<file path="src/rtl/vga_pattern_source.sv">
// Active-area pixel pointer plus four run-time selectable test patterns for the VGA controller.
// o_color is registered from the next-state pointer so it always matches o_x/o_y/o_mode.
module vga_pattern_source #(
  parameter int H_ACTIVE   = 640,
  parameter int V_ACTIVE   = 480,
  parameter int BOX_SIZE   = 32,
  parameter int BOX_STEP   = 2,
  parameter int CHECK_LOG2 = 5
) (
  input  logic        i_clk,
  input  logic        i_rst_n,
  input  logic        i_sending,
  input  logic        i_frame_start,
  input  logic        i_mode_next,
  input  logic [23:0] i_solid_color,
  output logic [23:0] o_color,
  output logic [9:0]  o_x,
  output logic [9:0]  o_y,
  output logic [1:0]  o_mode,
  output logic        o_frame_done
);

  localparam logic [9:0]  X_LAST = 10'(H_ACTIVE - 1);
  localparam logic [9:0]  Y_LAST = 10'(V_ACTIVE - 1);
  localparam logic [10:0] BSIZE  = 11'(BOX_SIZE);
  localparam logic [10:0] BSTEP  = 11'(BOX_STEP);
  localparam logic [10:0] X_LIM  = 11'(H_ACTIVE);
  localparam logic [10:0] Y_LIM  = 11'(V_ACTIVE);

  logic [9:0]  x_q, x_d, y_q, y_d;
  logic [1:0]  mode_q, mode_d, pend_q, pend_d;
  logic        done_q, done_d, key_q, key_d;
  logic [23:0] color_q, color_d;
  logic [10:0] bx_q, bx_d, by_q, by_d;
  logic        dx_q, dx_d, dy_q, dy_d;
  logic        wrap;

  // One bounce step on a single axis; returns {direction(1 = increasing), position}.
  function automatic logic [11:0] box_move(input logic [10:0] b, input logic dir,
                                           input logic [10:0] limit);
    logic [11:0] r;
    if (dir) begin
      if (b + BSIZE + BSTEP > limit) r = {1'b0, b - BSTEP};
      else                           r = {1'b1, b + BSTEP};
    end else begin
      if (b < BSTEP) r = {1'b1, b + BSTEP};
      else           r = {1'b0, b - BSTEP};
    end
    return r;
  endfunction

  function automatic logic [23:0] bar_color(input logic [9:0] x);
    logic [2:0] idx;
    idx = '0;
    for (int i = 1; i < 8; i++)
      if (int'(x) * 8 >= i * H_ACTIVE) idx = 3'(i);
    case (idx)
      3'd0:    return 24'hFFFFFF;
      3'd1:    return 24'hFFFF00;
      3'd2:    return 24'h00FFFF;
      3'd3:    return 24'h00FF00;
      3'd4:    return 24'hFF00FF;
      3'd5:    return 24'hFF0000;
      3'd6:    return 24'h0000FF;
      default: return 24'h000000;
    endcase
  endfunction

  function automatic logic [23:0] pattern(input logic [9:0] x, input logic [9:0] y,
                                          input logic [1:0] mode, input logic [10:0] bx,
                                          input logic [10:0] by, input logic [23:0] solid);
    logic [10:0] x11, y11;
    x11 = {1'b0, x};
    y11 = {1'b0, y};
    case (mode)
      2'd0:    return solid;
      2'd1:    return bar_color(x);
      2'd2:    return (x[CHECK_LOG2] ^ y[CHECK_LOG2]) ? 24'h000000 : 24'hFFFFFF;
      default: return (x11 >= bx && x11 < bx + BSIZE && y11 >= by && y11 < by + BSIZE)
                      ? 24'hFFFFFF : 24'h0000FF;
    endcase
  endfunction

  always_comb begin
    x_d    = x_q;
    y_d    = y_q;
    mode_d = mode_q;
    bx_d   = bx_q;
    by_d   = by_q;
    dx_d   = dx_q;
    dy_d   = dy_q;
    wrap   = 1'b0;
    key_d  = i_mode_next;
    pend_d = (i_mode_next && !key_q) ? pend_q + 2'd1 : pend_q;

    // Resync wins over a consume in the same cycle and never counts as a frame wrap.
    if (i_frame_start) begin
      x_d    = '0;
      y_d    = '0;
      mode_d = pend_q;
    end else if (i_sending) begin
      if (x_q == X_LAST) begin
        x_d = '0;
        if (y_q == Y_LAST) begin
          y_d  = '0;
          wrap = 1'b1;
        end else begin
          y_d = y_q + 10'd1;
        end
      end else begin
        x_d = x_q + 10'd1;
      end
    end

    if (wrap) begin
      mode_d       = pend_q;
      {dx_d, bx_d} = box_move(bx_q, dx_q, X_LIM);
      {dy_d, by_d} = box_move(by_q, dy_q, Y_LIM);
    end

    done_d  = wrap;
    color_d = pattern(x_d, y_d, mode_d, bx_d, by_d, i_solid_color);
  end

  always_ff @(posedge i_clk or negedge i_rst_n) begin
    if (!i_rst_n) begin
      x_q     <= '0;
      y_q     <= '0;
      mode_q  <= '0;
      pend_q  <= '0;
      done_q  <= 1'b0;
      key_q   <= 1'b0;
      color_q <= '0;
      bx_q    <= '0;
      by_q    <= '0;
      dx_q    <= 1'b1;
      dy_q    <= 1'b1;
    end else begin
      x_q     <= x_d;
      y_q     <= y_d;
      mode_q  <= mode_d;
      pend_q  <= pend_d;
      done_q  <= done_d;
      key_q   <= key_d;
      color_q <= color_d;
      bx_q    <= bx_d;
      by_q    <= by_d;
      dx_q    <= dx_d;
      dy_q    <= dy_d;
    end
  end

  assign o_color      = color_q;
  assign o_x          = x_q;
  assign o_y          = y_q;
  assign o_mode       = mode_q;
  assign o_frame_done = done_q;

endmodule

</file>
<file path="config.mk">
export PLATFORM = sky130hd
export DESIGN_NAME = vga_pattern_source
export DESIGN_NICKNAME = d
export VERILOG_FILES = /design/src/rtl/vga_pattern_source.sv
export SDC_FILE = /design/constraint.sdc
export NUM_CORES = 1
export LEC_CHECK = 0
export CAP_MARGIN = 20
export CORE_ASPECT_RATIO = 0.6
export CORE_MARGIN = 1
export CORE_UTILIZATION = 60
export CTS_BUF_LIST = sky130_fd_sc_hd__clkbuf_8
export DETAILED_ROUTE_END_ITERATION = 12
export PLACE_DENSITY = 0.92
export SYNTH_ARGS = -nofsm -noshare
export SYNTH_HDL_FRONTEND = slang
export SYNTH_SLANG_ARGS = --single-unit
</file>
<file path="constraint.sdc">
create_clock -name i_clk -period 8.25 [get_ports i_clk]
set_input_delay 1.65 -clock i_clk [delete_from_list [all_inputs] [get_ports i_clk]]
set_output_delay 1.65 -clock i_clk [all_outputs]
set_load 0.03 [all_outputs]
</file>
### Word-level counts from Yosys, hierarchy flattened

Cells that the tools add are included.

| cells by class | value |
|---|---|
| add/sub/neg operators | 13 |
| magnitude comparators | 15 |
| eq/ne operators | 10 |
| multiplexer cells | 33 |
| bitwise logic cells | 1 |
| reduce and logical (&&, ||, !) cells | 7 |

Operators by type and width:

| cell | count |
|---|---|
| case mux 24 bit (7 select lines) | 1 |
| 2-to-1 mux 12 bit | 6 |
| case mux 24 bit (3 select lines) | 1 |
| 2-to-1 mux 10 bit | 7 |
| 2-to-1 mux 24 bit | 2 |
| adder 11 x 2 -> 11 bit, second input constant | 4 |
| adder 11 x 6 -> 11 bit, second input constant | 4 |
| greater-or-equal comparator 13 x 12 -> 1 bit, second input constant | 3 |
| greater-or-equal comparator 13 x 11 -> 1 bit, second input constant | 2 |
| greater-or-equal comparator 10 x 11 -> 1 bit | 2 |
| less-than comparator 10 x 11 -> 1 bit | 2 |
| less-than comparator 11 x 2 -> 1 bit, second input constant | 2 |
| 2-to-1 mux 11 bit | 2 |
| subtractor 11 x 2 -> 11 bit, second input constant | 2 |
| 2-to-1 mux 3 bit | 7 |
| adder 10 x 1 -> 10 bit, second input constant | 2 |
| greater-or-equal comparator 13 x 10 -> 1 bit, second input constant | 1 |
| greater-or-equal comparator 13 bit, second input constant | 1 |
| greater-than comparator 11 x 10 -> 1 bit, second input constant | 1 |
| greater-than comparator 11 x 9 -> 1 bit, second input constant | 1 |
| equality test 10 bit, second input constant | 1 |
| equality test 10 x 9 -> 1 bit, second input constant | 1 |
| equality test 3 bit, second input constant | 3 |
| equality test 3 x 2 -> 1 bit, second input constant | 2 |
| 11 further kinds | 19 |

| word-level totals | value |
|---|---|
| register bits after elaboration | 74 |
| bits of input ports | 29 |
| output and inout port bits | 47 |
| word-level logic and storage cells | 90 |

### Longest topological paths before layout

| logic depth | value |
|---|---|
| word-level depth | 16 |
| depth in mapped cells | 23 |
| depth with buffers taken out | 19 |

### Worst setup path after synthesis

Ideal clock, no wire load.

| timing path | value |
|---|---|
| path type | input to register |
| start point | input i_sending |
| end point | register color_q[12] (netlist: o_color[12]) |
| library setup time | 0.092 ns |
| arrival time | 5.166 ns |
| data required time | 8.158 ns |
| setup slack | 2.992 ns |
| stages | 23 |
| path buffers | 5 |
| cells stage by stage | buf_2 -> and3_1 -> buf_2 -> nand2_1 -> or4_1 -> clkbuf_1 -> inv_1 -> nand2_1 -> nor2_1 -> mux2i_1 -> xnor2_1 -> inv_1 -> ha_1 -> o21ai_0 -> nand2b_1 -> a21oi_1 -> nor2_1 -> nand3_1 -> or3_1 -> o21ba_1 -> buf_6 -> buf_12 -> o31ai_2 |

| on the way | value |
|---|---|
| elaborated cells between the ends (all ways) | 48 |
| classes of those cells | 2 x add/sub; 11 x order compare; 8 x eq/ne; 21 x mux; 1 x bitwise; 5 x reduce/logical |

RTL lines:

| element | RTL line | source |
|---|---|---|
| from (decl) | 12 | `input logic i_sending,` |
| 2-to-1 mux 1 bit * | 101 | `end else if (i_sending) begin` |
| 2-to-1 mux 1 bit * | 97 | `if (i_frame_start) begin` |
| via done_d | 32 | `logic done_q, done_d, key_q, key_d;` |
| 2-to-1 mux 11 bit * | 115 | `if (wrap) begin` |
| via bx_d[8] | 34 | `logic [10:0] bx_q, bx_d, by_q, by_d;` |
| adder 11 x 6 -> 11 bit | 79 | `default: return (x11 >= bx && x11 < bx + BSIZE && y11 >= by && y11 < by + BSIZE)` |
| less-than comparator 10 x 11 -> 1 bit | 79 |  |
| logical AND 1 bit * (3 in a row) | 79 |  |
| 2-to-1 mux 24 bit * | 80 | `? 24'hFFFFFF : 24'h0000FF;` |
| case mux 24 bit (3 select lines) * | 75 | `case (mode)` |
| via color_d[12] | 33 | `logic [23:0] color_q, color_d;` |
| to (signal assigned) | 145 | `color_q <= color_d;` |
| to (decl) | 33 |  |

Mark *: on every way through the listed nets, which the timed path passes. The rest lies on a longest branch. The select of a mux whose other input is x is not followed.
A chain may end at the register's enable or synchronous reset.

### Worst setup path in the final report

| timing path | value |
|---|---|
| start point | input i_sending |
| end point | register color_q[22] (netlist: o_color[22]) |

Same word-level chain as after synthesis.

==> results.ini <==
[outcome]
status = complete, no violations

[logic_synthesis]
netlist_area_sq_um = 5300
synth.ff_latch_count = 72
mappedNetlistNets = 662
synth_area_per_cell_sq_um = 8.88
synthArstFlopShare_pct = 100
synth_ff_type = dfrtp_1
yosys_warnings = 0
yosysMostFrequentCell = dfrtp_1
synthTopCellsByArea = dfrtp_1 33%, ha_1 8.5%, a21oi_1 4.0%, xnor2_1 3.5%, nand2_1 2.8%
yosysTopAreaCellShare_pct = 33.0
netlist_instances = 597
yosysTopAreaCell = dfrtp_1
yosys.cell_types.count = 75
synth_commonest_cells = 70 x dfrtp_1, 42 x a21oi_1, 39 x nand2_1, 38 x nor2_1
ys_seq_area_share_pct = 34.0
synth_edf_count = 0

[cts]
ctsHoldBuffers = 0
cts_sinks = 72
cts_buffers = 9
root_buffer = clkbuf_8
cts_tree = built
cts_resized = 0
cts_buffer_depth = 2
post_cts_buffers = 0
cts_max_level = 3
clk_latency_ns = 0.37
clkTransAtPathRegs_ns = 0.08

[timing]
timing.fmax_mhz = 161
hold_viol = 0
fin_setup_tns_ns = 0
rsz0062_at_grt = false
fin_ws_ns = 2.04
clock_skew_ns = 0.00613
fin_crit_ns = 6.21
post-route-period-util_pct = 75.3
whs_ns = 0.525
relSlewSlack_pct = 26.5
tightest_slew_ns = 1.10
slew_viol_final = 0
final-setup-viol-count = 0

[floorplanning]
core-area_sq_um = 8560
chipHeight_microns = 74.8
dieArea_sq_um = 9230
start_util_pct = 62.0
die_w_microns = 123
fp-row-count = 26
num_io_pins = 76

[placed_design]
io_buffers = 75
post-place-ws_ns = 1.86
dp_hpwl_microns = 11400
placed_cells = 754
place_congestion = 0.956
dpl_cell_area_sq_um = 6030

[layout]
num_antenna_cells = 0
fin_area_sq_um = 6230
drive_gt1_share_pct = 7.59
fin_nets = 719
utilization_pct = 72.8
syn2layout_area_growth_pct = 17.5
fin_cells = 771

[setup_path]
crit_end = o_color[22]$_DFF_PN0_
reg2reg_setup_slack_ns = 2.65
crit_path_start_kind = input port
arrival_ns = 6.43
required_ns = 8.47
path_class = input port to flop
endpoint_kind = flop
startpoint = i_sending
ff2ff_path_depth = 18
reg2reg_to = o_color[22]$_DFF_PN0_
r2r_start = bx_q[2]$_DFF_PN0_
path_max_fanout = 16

[route]
wirelength_microns = 15600
postRouteAntennaNets = 0
vias = 5157
remaining_drc_errors = 0
drtPass1Iterations = 9
via_per_inst = 6.69
drtIter0Drc = 659
wl_per_cell_microns = 20.2

[global_route]
grt_max_degree = 73
grt_usage_pct = 34.0
grt_pass1_vias = 4698
antenna_found_initial = 0
grt_pass1_wl_microns = 23800
grt.overflow.total = 0

[job]
maxCapViolations = 0

[pwr]
p_per_area_nw_per_um2 = 206
finalPower_mw = 1.28
p_leak_nw = 2.65
vdd_ir_drop_max_mv = 0.318

[min_path]
hold_class = flop to flop
hp-start = dx_q$_DFFE_PN1P_

[kinds of logic (layout without fill, tap and decap cells)]
family	Yosys count	in the layout	share of synthesized area, %
AO/OA/AOI/OAI	164	164	22.0
XOR/XNOR	34	34	5.76
adder cells (fa/ha/maj)	36	36	8.49
buffers and inverters	68	130	5.92
flip-flops	72	72	34.0
multiplexers	8	8	1.58
AND/OR/NAND/NOR	215	215	22.2
[flip-flops by register name (all words and copies together), names as in the netlist, 2 cells and up]
name / cells
o_mode: 2
bx_q: 10
o_color: 24
o_y: 10
o_x: 10
by_q: 10
pend_q: 2
[routing by layer]
| layer | up-vias | GRT usage (%) | routed length [microns] |
|---|---|---|---|
| met1 | 2450 | 47.4 | 6630 |
| met5 | - | 0 | 14 |
| li1 | 2295 | - | - |
| met2 | 359 | 51.5 | 6910 |
| met4 | 2 | 10.0 | 367 |
| met3 | 51 | 10.0 | 1640 |
[placed cells by master, fill, tap and decap left out, types with 10 or more instances in the layout]
cell              n
clkdlybuf4s50_1  74
dfrtp_1          70
a21oi_1          42
nand2_1          39
nor2_1           38
inv_1            36
ha_1             36
o21ai_0          28
nand3_1          24
nor3_1           22
xnor2_1          21
and3_1           17
a21o_1           13
nand4_1          12
xor2_1           12
clkbuf_8         12
o31ai_2          10
[power breakdown]
group          switching, mW  leakage [nW]  internal [mW]  total, mW
Clock                  0.142        0.0906          0.133      0.275
Combinational          0.324          1.65          0.223      0.547
Sequential            0.0332         0.910          0.427      0.460
[worst max-delay path, stage by stage]
cell	delay, ns
clkdlybuf4s50_1	0.64
and3_1	0.36
nand2_1	0.08
or4_1	0.61
inv_1	0.25
nand2_1	0.11
nor2_1	0.10
mux2i_1	0.09
xnor2_1	0.51
inv_1	0.13
ha_1	0.32
a21o_1	0.16
a211oi_1	0.21
o311ai_0	0.16
nand3_1	0.09
or3_1	0.11
o21ba_1	0.68
o31ai_1	0.16
[final cells by class]
| type | instances | area, sq um |
|---|---|---|
| clock buffers | 12 | 165 |
| clock inverters | 4 | 27.5 |
| fillers | 606 | 2330 |
| inverters | 36 | 135 |
| multi-input cells | 457 | 3190 |
| flip-flops and latches | 72 | 1800 |
| well taps | 112 | 140 |
| repair buffers | 78 | 766 |
[how the worst min path moves through the flow]
stage | to | slack, ns | depth (start not counted)
after floorplan | dx_q$_DFFE_PN1P_ | 0.47 | 2
after global placement | dx_q$_DFFE_PN1P_ | 0.48 | 2
after detailed placement | dx_q$_DFFE_PN1P_ | 0.50 | 2
after CTS | dx_q$_DFFE_PN1P_ | 0.51 | 2
after global routing | dy_q$_DFFE_PN1P_ | 0.53 | 2
final | dx_q$_DFFE_PN1P_ | 0.52 | 2
No activity file was read; power rests on OpenSTA's default activity.
